### config.mk
export PLATFORM = sky130hd
export DESIGN_NAME = jam_cost_table_flat
export DESIGN_NICKNAME = d
export VERILOG_FILES = /design/src/rtl/jam_pkg.sv /design/src/rtl/jam_cost_table_if.sv /design/src/rtl/jam_cost_mem.sv /design/src/rtl/jam_cost_table.sv /design/src/flat_wrapper.sv
export SDC_FILE = /design/constraint.sdc
export NUM_CORES = 1
export LEC_CHECK = 0
export ABC_AREA = 0
export BUFFER_PORTS_ARGS = -buffer_cell sky130_fd_sc_hd__buf_4
export CORE_MARGIN = 3
export CORE_UTILIZATION = 50
export CTS_CLUSTER_SIZE = 14
export DETAILED_ROUTE_END_ITERATION = 10
export PLACE_DENSITY = 0.73
export SKIP_CTS_REPAIR_TIMING = 1
export SYNTH_ARGS = -nofsm -noshare
export SYNTH_HDL_FRONTEND = slang
export SYNTH_SLANG_ARGS = --single-unit
### constraint.sdc
create_clock -name CLK -period 4.5 [get_ports CLK]
set_input_delay 0.45 -clock CLK [delete_from_list [all_inputs] [get_ports CLK]]
set_output_delay 0.45 -clock CLK [all_outputs]
set_load 0.005 [all_outputs]
### src/rtl/jam_pkg.sv
`default_nettype none
// +---------------------------------------------------------------------+
// | jam_pkg : shared constants and FSM state type for jam_cost_table    |
// | Revision: 1.0                                                       |
// +---------------------------------------------------------------------+
package jam_pkg;

  localparam int N_JOB  = 8;
  localparam int COST_W = 7;
  localparam int SUM_W  = 10;

  typedef enum logic [0:0] {
    LOAD  = 1'b0,
    READY = 1'b1
  } state_t;

endpackage
`default_nettype wire

### src/rtl/jam_cost_table_if.sv
`default_nettype none
// +---------------------------------------------------------------------+
// | jam_cost_table_if : valid/ready cost-beat stream into the table     |
// | Revision: 1.0                                                       |
// +---------------------------------------------------------------------+
interface jam_cost_table_if #(
  parameter int COST_W = 7
);

  logic              in_valid;
  logic              in_ready;
  logic [COST_W-1:0] in_data;

  modport master (output in_valid, output in_data, input in_ready);
  modport slave  (input in_valid, input in_data, output in_ready);

endinterface
`default_nettype wire

### src/rtl/jam_cost_mem.sv
`default_nettype none
// +---------------------------------------------------------------------+
// | jam_cost_mem : cost register array, sync write, registered read     |
// | Revision: 1.0                                                       |
// +---------------------------------------------------------------------+
module jam_cost_mem #(
  parameter int COST_W = 7,
  parameter int ADDR_W = 6
) (
  input  wire logic              CLK,
  input  wire logic              RST_N,
  input  wire logic              wr_en,
  input  wire logic [ADDR_W-1:0] wr_addr,
  input  wire logic [COST_W-1:0] wr_data,
  input  wire logic              rd_zero,
  input  wire logic [ADDR_W-1:0] rd_addr,
  output logic      [COST_W-1:0] rd_data
);

  logic [COST_W-1:0] mem [0:(1<<ADDR_W)-1];

  // The array itself has no reset; only the read register does.
  always_ff @(posedge CLK) begin
    if (wr_en) begin
      mem[wr_addr] <= wr_data;
    end
  end

  always_ff @(posedge CLK or negedge RST_N) begin
    if (!RST_N) begin
      rd_data <= '0;
    end else if (rd_zero) begin
      rd_data <= '0;
    end else begin
      rd_data <= mem[rd_addr];
    end
  end

endmodule
`default_nettype wire

### src/rtl/jam_cost_table.sv
`default_nettype none
// +---------------------------------------------------------------------+
// | jam_cost_table : loads an N_JOB x N_JOB cost matrix, serves lookups |
// | and reports the sum of row minimums as a lower bound.               |
// | Revision: 1.0                                                       |
// +---------------------------------------------------------------------+
module jam_cost_table #(
  parameter int N_JOB  = 8,
  parameter int COST_W = 7
) (
  input  wire logic              CLK,
  input  wire logic              RST_N,
  input  wire logic              clear,
  jam_cost_table_if.slave        in_bus,
  input  wire logic [2:0]        W,
  input  wire logic [2:0]        J,
  output logic      [COST_W-1:0] Cost,
  output logic                   table_ready,
  output logic      [9:0]        lower_bound
);

  import jam_pkg::*;

  localparam int                JOB_W  = $clog2(N_JOB);
  localparam int                ADDR_W = 2 * JOB_W;
  localparam logic [ADDR_W-1:0] K_LAST = ADDR_W'(N_JOB * N_JOB - 1);
  localparam logic [JOB_W-1:0]  J_LAST = JOB_W'(N_JOB - 1);

  state_t            state;
  state_t            state_nxt;
  logic              armed;
  logic              in_ready_c;
  logic              accept;
  logic [ADDR_W-1:0] k;
  logic [COST_W-1:0] row_min;
  logic [COST_W-1:0] cand;
  logic [SUM_W-1:0]  acc;

  // State register
  always_ff @(posedge CLK or negedge RST_N) begin
    if (!RST_N) begin
      state <= LOAD;
    end else begin
      state <= state_nxt;
    end
  end

  // Next-state logic; clear wins over a final beat
  always_comb begin
    state_nxt = state;
    if (clear) begin
      state_nxt = LOAD;
    end else if (state == LOAD && accept && k == K_LAST) begin
      state_nxt = READY;
    end
  end

  // Output logic; armed keeps in_ready low until the first edge after reset
  always_comb begin
    in_ready_c = armed && (state == LOAD);
  end

  assign in_bus.in_ready = in_ready_c;
  assign accept          = in_bus.in_valid && in_ready_c;

  always_ff @(posedge CLK or negedge RST_N) begin
    if (!RST_N) begin
      armed <= 1'b0;
    end else begin
      armed <= 1'b1;
    end
  end

  // First beat of a row seeds the minimum, later beats compare against it
  always_comb begin
    cand = row_min;
    if (k[JOB_W-1:0] == '0 || in_bus.in_data < row_min) begin
      cand = in_bus.in_data;
    end
  end

  always_ff @(posedge CLK or negedge RST_N) begin
    if (!RST_N) begin
      k           <= '0;
      row_min     <= '0;
      acc         <= '0;
      table_ready <= 1'b0;
    end else begin
      table_ready <= (state_nxt == READY);
      if (clear) begin
        k       <= '0;
        row_min <= '0;
        acc     <= '0;
      end else if (accept) begin
        k       <= k + 1'b1;
        row_min <= cand;
        if (k[JOB_W-1:0] == J_LAST) begin
          acc <= acc + {{(SUM_W-COST_W){1'b0}}, cand};
        end
      end
    end
  end

  assign lower_bound = acc;

  jam_cost_mem #(
    .COST_W (COST_W),
    .ADDR_W (ADDR_W)
  ) u_mem (
    .CLK     (CLK),
    .RST_N   (RST_N),
    .wr_en   (accept && !clear),
    .wr_addr (k),
    .wr_data (in_bus.in_data),
    .rd_zero (clear || state != READY),
    .rd_addr ({W, J}),
    .rd_data (Cost)
  );

endmodule
`default_nettype wire

### src/flat_wrapper.sv
// flat-port wrapper written by rule: the top's interface ports become plain ports
module jam_cost_table_flat import jam_pkg::*;
#(
  parameter int N_JOB  = 8,
  parameter int COST_W = 7
)
  (CLK, RST_N, clear, W, J, Cost, table_ready, lower_bound, in_bus_in_valid, in_bus_in_data, in_bus_in_ready);
  jam_cost_table_if #(.COST_W(COST_W)) in_bus_i ();
  input  wire logic CLK;
  input  wire logic RST_N;
  input  wire logic clear;
  input  wire logic [2:0] W;
  input  wire logic [2:0] J;
  output logic      [COST_W-1:0] Cost;
  output logic table_ready;
  output logic      [9:0] lower_bound;
  input wire logic [$bits(in_bus_i.in_valid)-1:0] in_bus_in_valid;
  input wire logic [$bits(in_bus_i.in_data)-1:0] in_bus_in_data;
  output wire logic [$bits(in_bus_i.in_ready)-1:0] in_bus_in_ready;
  assign in_bus_i.in_valid = in_bus_in_valid;
  assign in_bus_i.in_data = in_bus_in_data;
  assign in_bus_in_ready = in_bus_i.in_ready;
  jam_cost_table #(.N_JOB(N_JOB), .COST_W(COST_W)) u_core (.CLK(CLK), .RST_N(RST_N), .clear(clear), .in_bus(in_bus_i), .W(W), .J(J), .Cost(Cost), .table_ready(table_ready), .lower_bound(lower_bound));
endmodule
==> load_flow_metrics.sql, run 1 <==
INSERT INTO impl_metrics (metric_group, metric, value, unit) VALUES
('status', 'result_of_the_run', 'finished, final reports clean', ''),
('global_route', 'met2_usage', '34.0', '%'),
('min_path', 'min_path_type', 'in2reg', ''),
('global_route', 'grt_antenna_before_repair', '0', ''),
('timing', 'timing.final.crit_share', '86.0', '%'),
('cts', 'cts_tree', 'done', ''),
('synth', 'syn_nets', '1061', ''),
('cells_and_area', 'layout.core_utilization', '57.2', '%'),
('setup_path', 'worstSetupPathType', 'reg2reg', ''),
('synth', 'synth_enable_flop_cells', '448', ''),
('timing', 'timing_worst_slew_pin_value', '946', 'ps'),
('detailed_routing', 'route.antenna.remaining_nets', '0', ''),
('detailed_routing', 'firstDrtPassIters', '5', ''),
('die', 'core', '38000', 'sq um'),
('power', 'vdd.ir_drop.worst', '347', 'uV'),
('detailed_routing', 'wire_per_inst', '27.0', 'um'),
('synth', 'post-synth-top-area-fraction', '69.0', '%'),
('timing', 'timing_max_transition_violations_final', '0', ''),
('synth', 'ys_ff_latch', '480', ''),
('global_route', 'groute.layer.met3.usage', '4.33', '%'),
('die', 'initial_core_util', '51.3', '%'),
('die', 'die_height', '204', 'um'),
('min_path', 'hold-path-endpoint', 'u_core.u_mem.rd_data[3]$_DFF_PN0_', ''),
('synth', 'ys_types', '61', ''),
('cells_and_area', 'layout.nets', '1120', ''),
('detailed_routing', 'detailroute.via_count', '10000', ''),
('synth', 'yosys.area.top_type', 'edfxtp_1', ''),
('detailed_routing', 'drc_errors', '0', ''),
('die', 'ios', '36', ''),
('timing', 'fin_skew', '21.0', 'ps'),
('cts', 'root_buffer_cell', 'clkbuf_16', ''),
('cells_and_area', 'synthesis_to_finish_area_growth', '11.5', '%'),
('cts', 'cts-htree-levels', '2', ''),
('global_route', 'grt_most_used_layer', 'met2', ''),
('cells_and_area', 'num-fill-cells', '2877', ''),
('synth', 'primary_flip_flop_cell_chosen_by_synthesis_mapping', 'edfxtp_1', ''),
('setup_path', 'crit_path_max_fanout', '7', ''),
('setup_path', 'worst-endpoint-required', '4900', 'ps'),
('synth', 'synth_cells', '1027', ''),
('min_path', 'min_path_cells', '3', ''),
('global_route', 'gr-usage-all-layers', '21.6', '%'),
('global_route', 'largest_net_degree_at_the_start_of_global_routing', '67', ''),
('cts', 'cts-root-to-sink-buffers', '3', ''),
('timing', 'timing.final.hold_violations', '0', ''),
('global_route', 'wire_length_of_the_first_global_routing_pass', '65900', 'um'),
('setup_path', 'worstRegToRegCells', '16', ''),
('timing', 'setup_violations', '0', ''),
('timing', 'whs', '341', 'ps'),
('cells_and_area', 'antenna_cells', '0', ''),
('setup_path', 'critical_path_arrival', '4270', 'ps'),
('placed_design', 'io_buffers', '35', ''),
('synth', 'syn_area', '19500', 'sq um'),
('setup_path', 'worstSetupStartpointType', 'flop', ''),
('detailed_routing', 'detail_route.wirelength', '44100', 'um'),
('synth', 'synthesis.yosys.warnings', '0', ''),
('setup_path', 'timing.reg2reg.setup_slack', '630', 'ps'),
('setup_path', 'crit-reg2reg-capture', 'u_core.lower_bound[8]$_DFFE_PN0P_', ''),
('cts', 'cts-buffers-inserted', '46', ''),
('global_route', 'grtUsageMet1', '31.5', '%'),
('job', 'max_cap_violations', '0', ''),
('synth', 'synth_area_per_cell', '19.0', 'sq um'),
('timing', 'rsz0062_at_grt', 'false', ''),
('global_route', 'grt_remaining_overflow', '0', ''),
('synth', 'seq_area_frac_synth', '73.1', '%'),
('die', 'placementRows', '71', ''),
('min_path', 'worst_hold_startpoint', 'W[2]', ''),
('setup_path', 'startpoint', 'u_core.row_min[2]$_DFFE_PN0P_', ''),
('timing', 'tns', '0', 'ps'),
('cells_and_area', 'final_layout_size_suffix_gt1_share', '22.5', '%'),
('cts', 'worstSkewPairLatency', '550', 'ps'),
('timing', 'period_needed', '3870', 'ps');
## how the worst max path moves through the flow
stage                                        endpoint  slack [ps]  cells past startpoint
finish              u_core.lower_bound[8]$_DFFE_PN0P_         630                     16
global route        u_core.lower_bound[8]$_DFFE_PN0P_         370                     16
CTS                 u_core.lower_bound[8]$_DFFE_PN0P_         660                     16
detailed placement  u_core.lower_bound[8]$_DFFE_PN0P_         480                     15
global placement    u_core.lower_bound[8]$_DFFE_PN0P_         510                     16
floorplan           u_core.lower_bound[8]$_DFFE_PN0P_         880                     15
## cells in the final DEF (no fill, tap or decap), drive strengths merged, types with 3 or more instances in the layout
| cell type | instances |
|---|---|
| a211oi | 14 |
| nor3 | 24 |
| or3b | 3 |
| nor2 | 85 |
| nand3b | 7 |
| xor2 | 4 |
| mux2i | 22 |
| a21o | 4 |
| mux4 | 111 |
| o22ai | 7 |
| mux2 | 10 |
| dfrtp | 32 |
| or2 | 7 |
| bufinv | 3 |
| nand2 | 30 |
| nor2b | 16 |
| edfxtp | 448 |
| or3 | 5 |
| a31oi | 4 |
| nand3 | 17 |
| a21oi | 24 |
| o211ai | 3 |
| clkbuf | 57 |
| buf | 64 |
| clkinv | 19 |
| xnor2 | 5 |
| nand2b | 5 |
| ha | 16 |
| o21ai | 17 |
| inv | 13 |
| a22oi | 11 |
## state kept, by name, indices dropped and copies added (netlist names)
name and flops:
u_core.u_mem.rd_data 7, u_core.row_min 7, u_core.lower_bound 10, u_core.k 6, u_core.u_mem.mem 448, u_core.armed 1
u_core.state 1
## metrics by stage
stage / std cells / instance area (sq um) / setup slack, ps
after global routing: 1631 / 21700 / 368
after CTS: 1630 / 21700 / 657
after global placement: 1548 / 20300 / 511
final: 1631 / 21700 / 630
after floorplan: 1027 / 19500 / 878
after detailed placement: 1548 / 20300 / 475
## cell families after synthesis
family                   count (synthesis)  share of synthesized area (%)
buffers and inverters                   66                           2.07
other                                    1                         0.0192
multiplexers                           143                           14.7
AO/OA/AOI/OAI                           98                           3.32
XOR/XNOR                                 9                          0.404
AND/OR/NAND/NOR                        213                           5.25
adder cells (fa/ha/maj)                 17                           1.13
flip-flops                             480                           73.1
## power breakdown
part / internal [W] / switching, W / leakage (nW)
logic: 0.000166 / 0.000278 / 1.93
clock network: 0.00211 / 0.00157 / 0.706
registers: 0.00489 / 0.00000581 / 4.47
## layout make-up
type,instances,area (sq um),share of cell area (%)
clock inverters,25,199,0.915
clock buffers,57,1230,5.67
multi-input cells,481,4850,22.3
flip-flops and latches,480,14300,65.5
inverters,12,45.0,0.207
repair buffers,65,532,2.44
well taps,511,639,2.94
## routing by layer
layer,up-vias,share of wire (%),wire (um)
li1,4278,-,-
met1,5184,40,17600
met2,509,48,21300
met3,72,9.4,4160
met4,0,2.4,1050
met5,-,0,0
## Yosys cell counts, drive strengths merged, types with 11 or more instances
cell type  count
o21ai         17
dfrtp         32
a21oi         24
mux2i         22
a22oi         11
inv           12
edfxtp       448
ha            16
buf           36
mux4         111
clkbuf        18
nand3         17
nand2         30
nor2          85
a211oi        14
nor3          24
nor2b         16
## critical path, stage by stage, from the launching register on
cell	delay [ps]
dfrtp_1	390
inv_1	60
ha_1	280
a21oi_1	120
o21ai_0	110
a221oi_1	420
nor2b_1	90
o21a_1	280
mux2_2	310
ha_1	220
fa_1	430
a21o_1	200
a21oi_1	220
o21bai_1	140
o31ai_1	250
xor2_1	170
nor2_1	60
No activity file was read; power rests on OpenSTA's default activity.
==> run 2: changes to the inputs <==
==> constraint.sdc (replaced) <==
create_clock -name CLK -period 4.7 [get_ports CLK]
set_input_delay 0.47 -clock CLK [delete_from_list [all_inputs] [get_ports CLK]]
set_output_delay 0.47 -clock CLK [all_outputs]
set_load 0.005 [all_outputs]
==> load_flow_metrics.sql, run 2 (same netlist as run 1, synthesis figures left out) <==
INSERT INTO impl_metrics (metric_group, metric, value, unit) VALUES
('global_route', 'first_global_vias', '10100', ''),
('detailed_routing', 'detail_routed_via_count_per_cell', '6.18', ''),
('global_route', 'gr-usage-all-layers', '21.4', '%'),
('die', 'ios', '36', ''),
('cts', 'cts-htree-levels', '2', ''),
('timing', 'timing.final.crit_share', '82.3', '%'),
('cells_and_area', 'mostFrequentLayoutCells', '448 x edfxtp_1, 100 x mux4_2, 85 x nor2_1', ''),
('timing', 'period_needed', '3870', 'ps'),
('cells_and_area', 'largest_register', 'u_core.u_mem.mem', ''),
('timing', 'timing_worst_slew_pin_value', '917', 'ps'),
('power', 'power_density', '405', 'nW/um^2'),
('cells_and_area', 'max_ffs_per_register', '448', ''),
('timing', 'timing_max_transition_violations_final', '0', ''),
('setup_path', 'worstSetupPathType', 'reg2reg', ''),
('power', 'switching_share', '20.6', '%'),
('status', 'result_of_the_run', 'finished, final reports clean', ''),
('power', 'vdd.ir_drop.worst', '283', 'uV'),
('placed_design', 'place_hpwl', '26500', 'um'),
('timing', 'rsz0062_at_grt', 'false', ''),
('cts', 'numClockSinks', '480', ''),
('power', 'intPower', '0.00703', 'W'),
('min_path', 'min_path_type', 'in2reg', ''),
('power', 'power_leakage', '7.16', 'nW'),
('detailed_routing', 'dr.first_iter.drc_count', '1185', ''),
('setup_path', 'worst-endpoint-required', '5120', 'ps'),
('setup_path', 'critical_path.cell_chain', 'inv_1, ha_1, a21oi_1, o21ai_0, a221oi_1, nor2b_1, o21a_1, mux2_2, ha_1, fa_1, a21o_1, a21oi_1, o21bai_1, o31ai_1, xor2_1, nor2_1', ''),
('setup_path', 'crit_path_max_fanout', '7', ''),
('timing', 'timing.final.hold_violations', '0', ''),
('setup_path', 'crit-reg2reg-capture', 'u_core.lower_bound[8]$_DFFE_PN0P_', ''),
('timing', 'tns', '0', 'ps'),
('detailed_routing', 'detailroute.via_count', '10100', ''),
('cts', 'path_clk_slew', '70', 'ps'),
('die', 'chipWidth', '204', 'um'),
('detailed_routing', 'route.antenna.remaining_nets', '0', ''),
('die', 'design.die.area', '41400', 'sq um'),
('placed_design', 'io_buffers', '35', ''),
('die', 'core', '38000', 'sq um'),
('setup_path', 'r2r-start', 'u_core.row_min[2]$_DFFE_PN0P_', ''),
('power', 'net-switching-power', '0.00182', 'W'),
('cts', 'cts-buffers-inserted', '47', ''),
('cells_and_area', 'synthesis_to_finish_area_growth', '12.1', '%'),
('cells_and_area', 'layout.nets', '1120', ''),
('setup_path', 'critical_path_arrival', '4290', 'ps'),
('die', 'die_height', '204', 'um'),
('placed_design', 'globalplace.congestion', '0.867', ''),
('setup_path', 'worstRegToRegCells', '16', ''),
('detailed_routing', 'wire_per_inst', '26.7', 'um'),
('job', 'max_cap_violations', '0', ''),
('cells_and_area', 'antenna_cells', '0', ''),
('setup_path', 'endpoint_kind', 'flop', ''),
('setup_path', 'cpMaxStageDelayCell', 'a221oi_1', ''),
('cts', 'cts_tree', 'done', ''),
('global_route', 'wire_length_of_the_first_global_routing_pass', '65700', 'um'),
('detailed_routing', 'drc_errors', '0', ''),
('cts', 'cts-root-to-sink-buffers', '3', ''),
('power', 'comb_power_share', '4.8', '%'),
('timing', 'fin_skew', '32.0', 'ps'),
('die', 'placementRows', '71', ''),
('power', 'p_total', '0.00885', 'W'),
('die', 'initial_core_util', '51.3', '%'),
('global_route', 'largest_net_degree_at_the_start_of_global_routing', '67', ''),
('power', 'p_clk_share', '42.3', '%'),
('setup_path', 'worstSetupStartpointType', 'flop', ''),
('timing', 'setup_violations', '0', ''),
('global_route', 'grt_remaining_overflow', '0', ''),
('min_path', 'min_path_cells', '3', ''),
('power', 'pwr-share-seq', '52.9', '%'),
('cts', 'worstSkewPairLatency', '580', 'ps'),
('setup_path', 'timing.reg2reg.setup_slack', '830', 'ps'),
('setup_path', 'max_stage_delay', '430', 'ps'),
('timing', 'worst_slew_margin_rel', '38.6', '%'),
('min_path', 'hold-path-endpoint', 'u_core.u_mem.rd_data[2]$_DFF_PN0_', ''),
('cells_and_area', 'mostFrequentLayoutCell', 'edfxtp_1', ''),
('cells_and_area', 'final_layout_size_suffix_gt1_share', '22.8', '%'),
('global_route', 'grt_antenna_before_repair', '0', ''),
('detailed_routing', 'detail_route.wirelength', '43600', 'um'),
('min_path', 'worst_hold_startpoint', 'W[2]', ''),
('timing', 'fmaxAchievable', '258', 'MHz'),
('cts', 'root_buffer_cell', 'clkbuf_16', ''),
('detailed_routing', 'firstDrtPassIters', '7', '');
==> run 2: cell count changes in the layout (fill, tap and decap cells not counted), moves of 2 or more <==
| cell | delta |
|---|---|
| clkbuf_8 | +5 |
| clkinvlp_4 | -2 |
| clkbuf_16 | +2 |
| clkbuf_1 | +4 |
| clkinv_1 | -3 |
==> run 2: critical path: cells and delay by family, from the launching register on <==
| kind | cells | cell delay [ps] |
|---|---|---|
| muxes | 1 | 310 |
| buffers and inverters | 1 | 50 |
| xor gates and xnor gates | 1 | 160 |
| and+or+nand+nor | 2 | 140 |
| AOI/OAI and AO/OA | 8 | 1780 |
| adders and majority gates | 3 | 920 |
| DFF | 1 | 370 |
==> run 2: final cells by class <==
cell class / instances / area, sq um
fill: 2832 / 16200
sequential: 480 / 14300
multi-input combinational: 481 / 4850
clock buffer: 68 / 1370
tap: 511 / 639
timing repair buffer: 64 / 524
clock inverter: 20 / 184
inverter: 12 / 45.0
==> run 2: power groups by stage <==
stage	clock, W	sequential (W)	combinational [W]
2_1_floorplan	0	0.00477	0.000262
3_3_place_gp	0	0.00477	0.000417
3_5_place_dp	0	0.00477	0.000425
4_1_cts	0.00378	0.00468	0.000427
5_1_grt	0.00396	0.00468	0.000454
6_report	0.00374	0.00468	0.000423
==> run 2: worst max-delay path by stage <==
stage,startpoint,to,slack [ps],cells after the start
floorplan,in_bus_in_data[4],u_core.lower_bound[8]$_DFFE_PN0P_,1060,15
global placement,in_bus_in_data[2],u_core.lower_bound[8]$_DFFE_PN0P_,680,16
detailed placement,in_bus_in_data[2],u_core.lower_bound[8]$_DFFE_PN0P_,620,16
CTS,u_core.row_min[2]$_DFFE_PN0P_,u_core.lower_bound[8]$_DFFE_PN0P_,840,16
global route,u_core.row_min[2]$_DFFE_PN0P_,u_core.lower_bound[8]$_DFFE_PN0P_,530,16
finish,u_core.row_min[2]$_DFFE_PN0P_,u_core.lower_bound[8]$_DFFE_PN0P_,830,16
==> run 2: layer usage <==
metal  vias to the layer above  routed length (um)  global-route usage, %
met5                         -                   0                      0
met4                         0                1260                   6.42
met3                        81                3870                   3.50
met2                       526               21400                   34.4
met1                      5219               17100                   30.8
li1                       4290                   -                      -
==> run 2: through the flow <==
stage,setup slack (ps),cells,util [%],area [sq um],hold slack [ps]
2_1_floorplan,1060,1027,-,19500,174
3_3_place_gp,681,1547,53.4,20300,467
3_5_place_dp,623,1547,53.4,20300,470
4_1_cts,842,1635,57.5,21900,-131
5_1_grt,527,1636,57.5,21900,350
6_report,831,1636,57.5,21900,332
==> run 3: changes to the inputs <==
--- a/config.mk
+++ b/config.mk
@@ -5,7 +5,7 @@
 export SDC_FILE = /design/constraint.sdc
 export NUM_CORES = 1
 export LEC_CHECK = 0
-export ABC_AREA = 0
+export ABC_AREA = 1
 export BUFFER_PORTS_ARGS = -buffer_cell sky130_fd_sc_hd__buf_4
 export CORE_MARGIN = 3
 export CORE_UTILIZATION = 50
==> constraint.sdc (replaced) <==
create_clock -name CLK -period 3.9 [get_ports CLK]
set_input_delay 0.39 -clock CLK [delete_from_list [all_inputs] [get_ports CLK]]
set_output_delay 0.39 -clock CLK [all_outputs]
set_load 0.005 [all_outputs]
==> load_flow_metrics.sql, run 3 <==
INSERT INTO impl_metrics (metric_group, metric, value, unit) VALUES
('status', 'result_of_the_run', 'finished, final reports clean', ''),
('global_route', 'grt_remaining_overflow', '0', ''),
('setup_path', 'worstRegToRegCells', '17', ''),
('synth', 'post_synth_most_frequent_cells', '605 x nand2_1, 448 x edfxtp_1, 402 x nand3_1', ''),
('synth', 'most_used_standard_cell_by_instance_count_after_synthesis', 'nand2_1', ''),
('detailed_routing', 'route.antenna.remaining_nets', '0', ''),
('die', 'placementRows', '73', ''),
('setup_path', 'startpoint', 'u_core.row_min[4]$_DFFE_PN0P_', ''),
('job', 'max_cap_violations', '0', ''),
('synth', 'seq_area_frac_synth', '70.4', '%'),
('detailed_routing', 'dr.first_iter.drc_count', '1526', ''),
('setup_path', 'max_stage_delay', '350', 'ps'),
('global_route', 'grt_antenna_before_repair', '0', ''),
('global_route', 'groute.layer.met3.usage', '3.31', '%'),
('setup_path', 'cp_num_cells', '17', ''),
('cts', 'worstSkewPairLatency', '570', 'ps'),
('setup_path', 'cpMaxStageDelayCell', 'dfrtp_1', ''),
('setup_path', 'crit-reg2reg-capture', 'u_core.lower_bound[9]$_DFFE_PN0P_', ''),
('synth', 'synth_enable_flop_cells', '448', ''),
('cts', 'numClockSinks', '480', ''),
('detailed_routing', 'detailroute.via_count', '13600', ''),
('timing', 'setup_violations', '0', ''),
('detailed_routing', 'drc_errors', '0', ''),
('cells_and_area', 'synthesis_to_finish_area_growth', '11.0', '%'),
('setup_path', 'critical_path_arrival', '3580', 'ps'),
('placed_design', 'place_hpwl', '28200', 'um'),
('die', 'initial_core_util', '50.8', '%'),
('timing', 'period_needed', '3080', 'ps'),
('power', 'pwr-share-seq', '50.4', '%'),
('global_route', 'met2_usage', '37.6', '%'),
('power', 'intPower', '0.00878', 'W'),
('synth', 'synthesis.yosys.warnings', '0', ''),
('power', 'power_density', '498', 'nW/um^2'),
('setup_path', 'cpMostUsedCell', 'nand2_1', ''),
('synth', 'post-synth-top-area-fraction', '66.4', '%'),
('placed_design', 'io_buffers', '35', ''),
('min_path', 'min_path_type', 'in2reg', ''),
('power', 'comb_power_share', '5.9', '%'),
('synth', 'synth_area_per_cell', '11.2', 'sq um'),
('setup_path', 'cp.buffers_inverters', '1', ''),
('cts', 'cts_tree', 'done', ''),
('synth', 'yosys.area.top_type', 'edfxtp_1', ''),
('setup_path', 'r2r-start', 'u_core.row_min[4]$_DFFE_PN0P_', ''),
('power', 'p_clk_share', '43.7', '%'),
('setup_path', 'critical_path.cell_chain', 'inv_1, ha_1, a21oi_1, o21a_1, nand2_1, nand2_1, nand2_1, and2_1, ha_1, nand3_1, nand2_1, a21oi_1, o21ai_0, nand3_1, nand2_1, nand2_1, nor2_1', ''),
('detailed_routing', 'detail_route.wirelength', '49500', 'um'),
('timing', 'timing.final.hold_violations', '0', ''),
('die', 'chipWidth', '207', 'um'),
('synth', 'synth_cells', '1801', ''),
('timing', 'timing.final.crit_share', '78.9', '%'),
('timing', 'fmaxAchievable', '325', 'MHz'),
('cts', 'cts-root-to-sink-buffers', '3', ''),
('cells_and_area', 'largest_register', 'u_core.u_mem.mem', ''),
('global_route', 'largest_net_degree_at_the_start_of_global_routing', '225', ''),
('cts', 'path_clk_slew', '60', 'ps'),
('placed_design', 'dpl.cell_count', '2280', ''),
('global_route', 'wire_length_of_the_first_global_routing_pass', '77200', 'um'),
('setup_path', 'endpoint_kind', 'flop', ''),
('die', 'core', '39900', 'sq um'),
('cells_and_area', 'mostFrequentLayoutCell', 'nand2_1', ''),
('synth', 'syn_nets', '1835', ''),
('power', 'vdd.ir_drop.worst', '321', 'uV'),
('die', 'ios', '36', ''),
('timing', 'rsz0062_at_grt', 'false', ''),
('synth', 'ys_ff_latch', '480', ''),
('cells_and_area', 'layout.cells.non_filler', '2369', ''),
('timing', 'worst_slew_margin_rel', '29.5', '%'),
('synth', 'syn_area', '20300', 'sq um'),
('setup_path', 'worstSetupStartpointType', 'flop', ''),
('setup_path', 'timing.reg2reg.setup_slack', '820', 'ps'),
('cts', 'cts-htree-levels', '2', ''),
('power', 'net-switching-power', '0.00241', 'W'),
('cells_and_area', 'final_layout_size_suffix_gt1_share', '7.27', '%'),
('timing', 'fin_skew', '17.9', 'ps'),
('cells_and_area', 'antenna_cells', '0', ''),
('setup_path', 'crit_path_capture', 'u_core.lower_bound[9]$_DFFE_PN0P_', ''),
('detailed_routing', 'detail_routed_via_count_per_cell', '5.74', ''),
('timing', 'timing_max_transition_violations_final', '0', ''),
('timing', 'timing_worst_slew_pin_value', '1060', 'ps'),
('setup_path', 'crit_path_max_fanout', '8', ''),
('placed_design', 'globalplace.congestion', '0.879', ''),
('synth', 'synthArstFlopShare', '6.67', '%'),
('timing', 'tns', '0', 'ps'),
('global_route', 'grtUsageMet1', '31.1', '%'),
('setup_path', 'worst-endpoint-required', '4400', 'ps'),
('detailed_routing', 'wire_per_inst', '20.9', 'um'),
('synth', 'ys_types', '33', ''),
('die', 'design.die.area', '43000', 'sq um'),
('global_route', 'first_global_vias', '13400', ''),
('detailed_routing', 'firstDrtPassIters', '5', ''),
('cells_and_area', 'num-fill-cells', '3221', ''),
('synth', 'primary_flip_flop_cell_chosen_by_synthesis_mapping', 'edfxtp_1', ''),
('die', 'die_height', '207', 'um'),
('global_route', 'gr-usage-all-layers', '22.7', '%'),
('setup_path', 'worstSetupPathType', 'reg2reg', ''),
('power', 'switching_share', '21.5', '%'),
('cells_and_area', 'max_ffs_per_register', '448', ''),
('cells_and_area', 'mostFrequentLayoutCells', '605 x nand2_1, 448 x edfxtp_1, 402 x nand3_1', ''),
('power', 'power_leakage', '8.28', 'nW'),
('cts', 'root_buffer_cell', 'clkbuf_16', ''),
('global_route', 'grt_most_used_layer', 'met2', ''),
('cts', 'cts-buffers-inserted', '48', ''),
('cells_and_area', 'layout.nets', '1840', ''),
('synth', 'netlist_top_cells_area', 'edfxtp_1 66%, nand2_1 11%, nand3_1 9.9%', ''),
('setup_path', 'critPathTopFamily', 'simple AND/OR/NAND/NOR gates', '');
==> run 3: worst min path at each step <==
stage / cells after the start / to / startpoint / slack (ps)
floorplan: 0 / u_core.armed$_DFF_PN0_ / RST_N / 90
global placement: 1 / u_core.armed$_DFF_PN0_ / RST_N / 380
detailed placement: 1 / u_core.armed$_DFF_PN0_ / RST_N / 380
CTS: 1 / u_core.k[4]$_DFFE_PN0P_ / RST_N / -230
global route: 2 / u_core.k[5]$_DFFE_PN0P_ / clear / 30
finish: 2 / u_core.k[5]$_DFFE_PN0P_ / clear / 30
==> run 3: through the flow <==
| step | setup WS (ps) | instance area, sq um | util, % | total power, W | hold WS [ps] |
|---|---|---|---|---|---|
| floorplan | 1210 | 20300 | - | 0.00616 | 94.4 |
| global placement | 798 | 20800 | 52.1 | 0.00638 | 378 |
| detailed placement | 764 | 20800 | 52.1 | 0.00640 | 378 |
| CTS | 872 | 22500 | 56.3 | 0.0112 | -228 |
| global route | 538 | 22500 | 56.3 | 0.0115 | 28.9 |
| finish | 824 | 22500 | 56.3 | 0.0112 | 34.5 |
==> run 3: area by class of cell <==
class                   instances  area [sq um]  area share, %
clock buffers                  63          1350           6.00
clock inverters                25           339           1.51
inverters                      43           168          0.746
multi-input cells            1178          5240           23.3
flip-flops and latches        480         14300           63.4
well taps                     525           657           2.92
repair buffers                 55           482           2.14
==> run 3: power by group through the flow <==
stage               clock network [W]  logic [W]  registers [W]
finish                        0.00489   0.000656        0.00564
global route                  0.00514   0.000725        0.00564
CTS                           0.00494   0.000650        0.00564
detailed placement                  0   0.000646        0.00575
global placement                    0   0.000631        0.00575
floorplan                           0   0.000408        0.00575
==> run 3: worst register-to-register path: stages (launching register included) <==
cell and delay (ps):
dfrtp_1 350, inv_1 90, ha_1 250, a21oi_1 160, o21a_1 130, nand2_1 160, nand2_1 240, nand2_1 100
and2_1 160, ha_1 350, nand3_1 100, nand2_1 120, a21oi_1 110, o21ai_0 300, nand3_1 150, nand2_1 90
nand2_1 50, nor2_1 110
==> run 3: logic make-up (layout without fill, tap and decap cells) <==
group,count (synthesis),in the layout,share of synthesized area [%]
and+or+nand+nor,1107,1107,23.2
DFF,480,480,70.4
buffers and inverters,143,186,3.80
AOI/OAI and AO/OA,49,49,1.37
adders and majority gates,17,17,1.09
xor gates and xnor gates,4,4,0.173
other,1,1,0.0185
==> run 3: routing by layer <==
layer	wire, um	up-vias
li1	-	6282
met1	19800	6517
met2	23900	690
met3	4150	118
met4	1630	0
met5	0	-
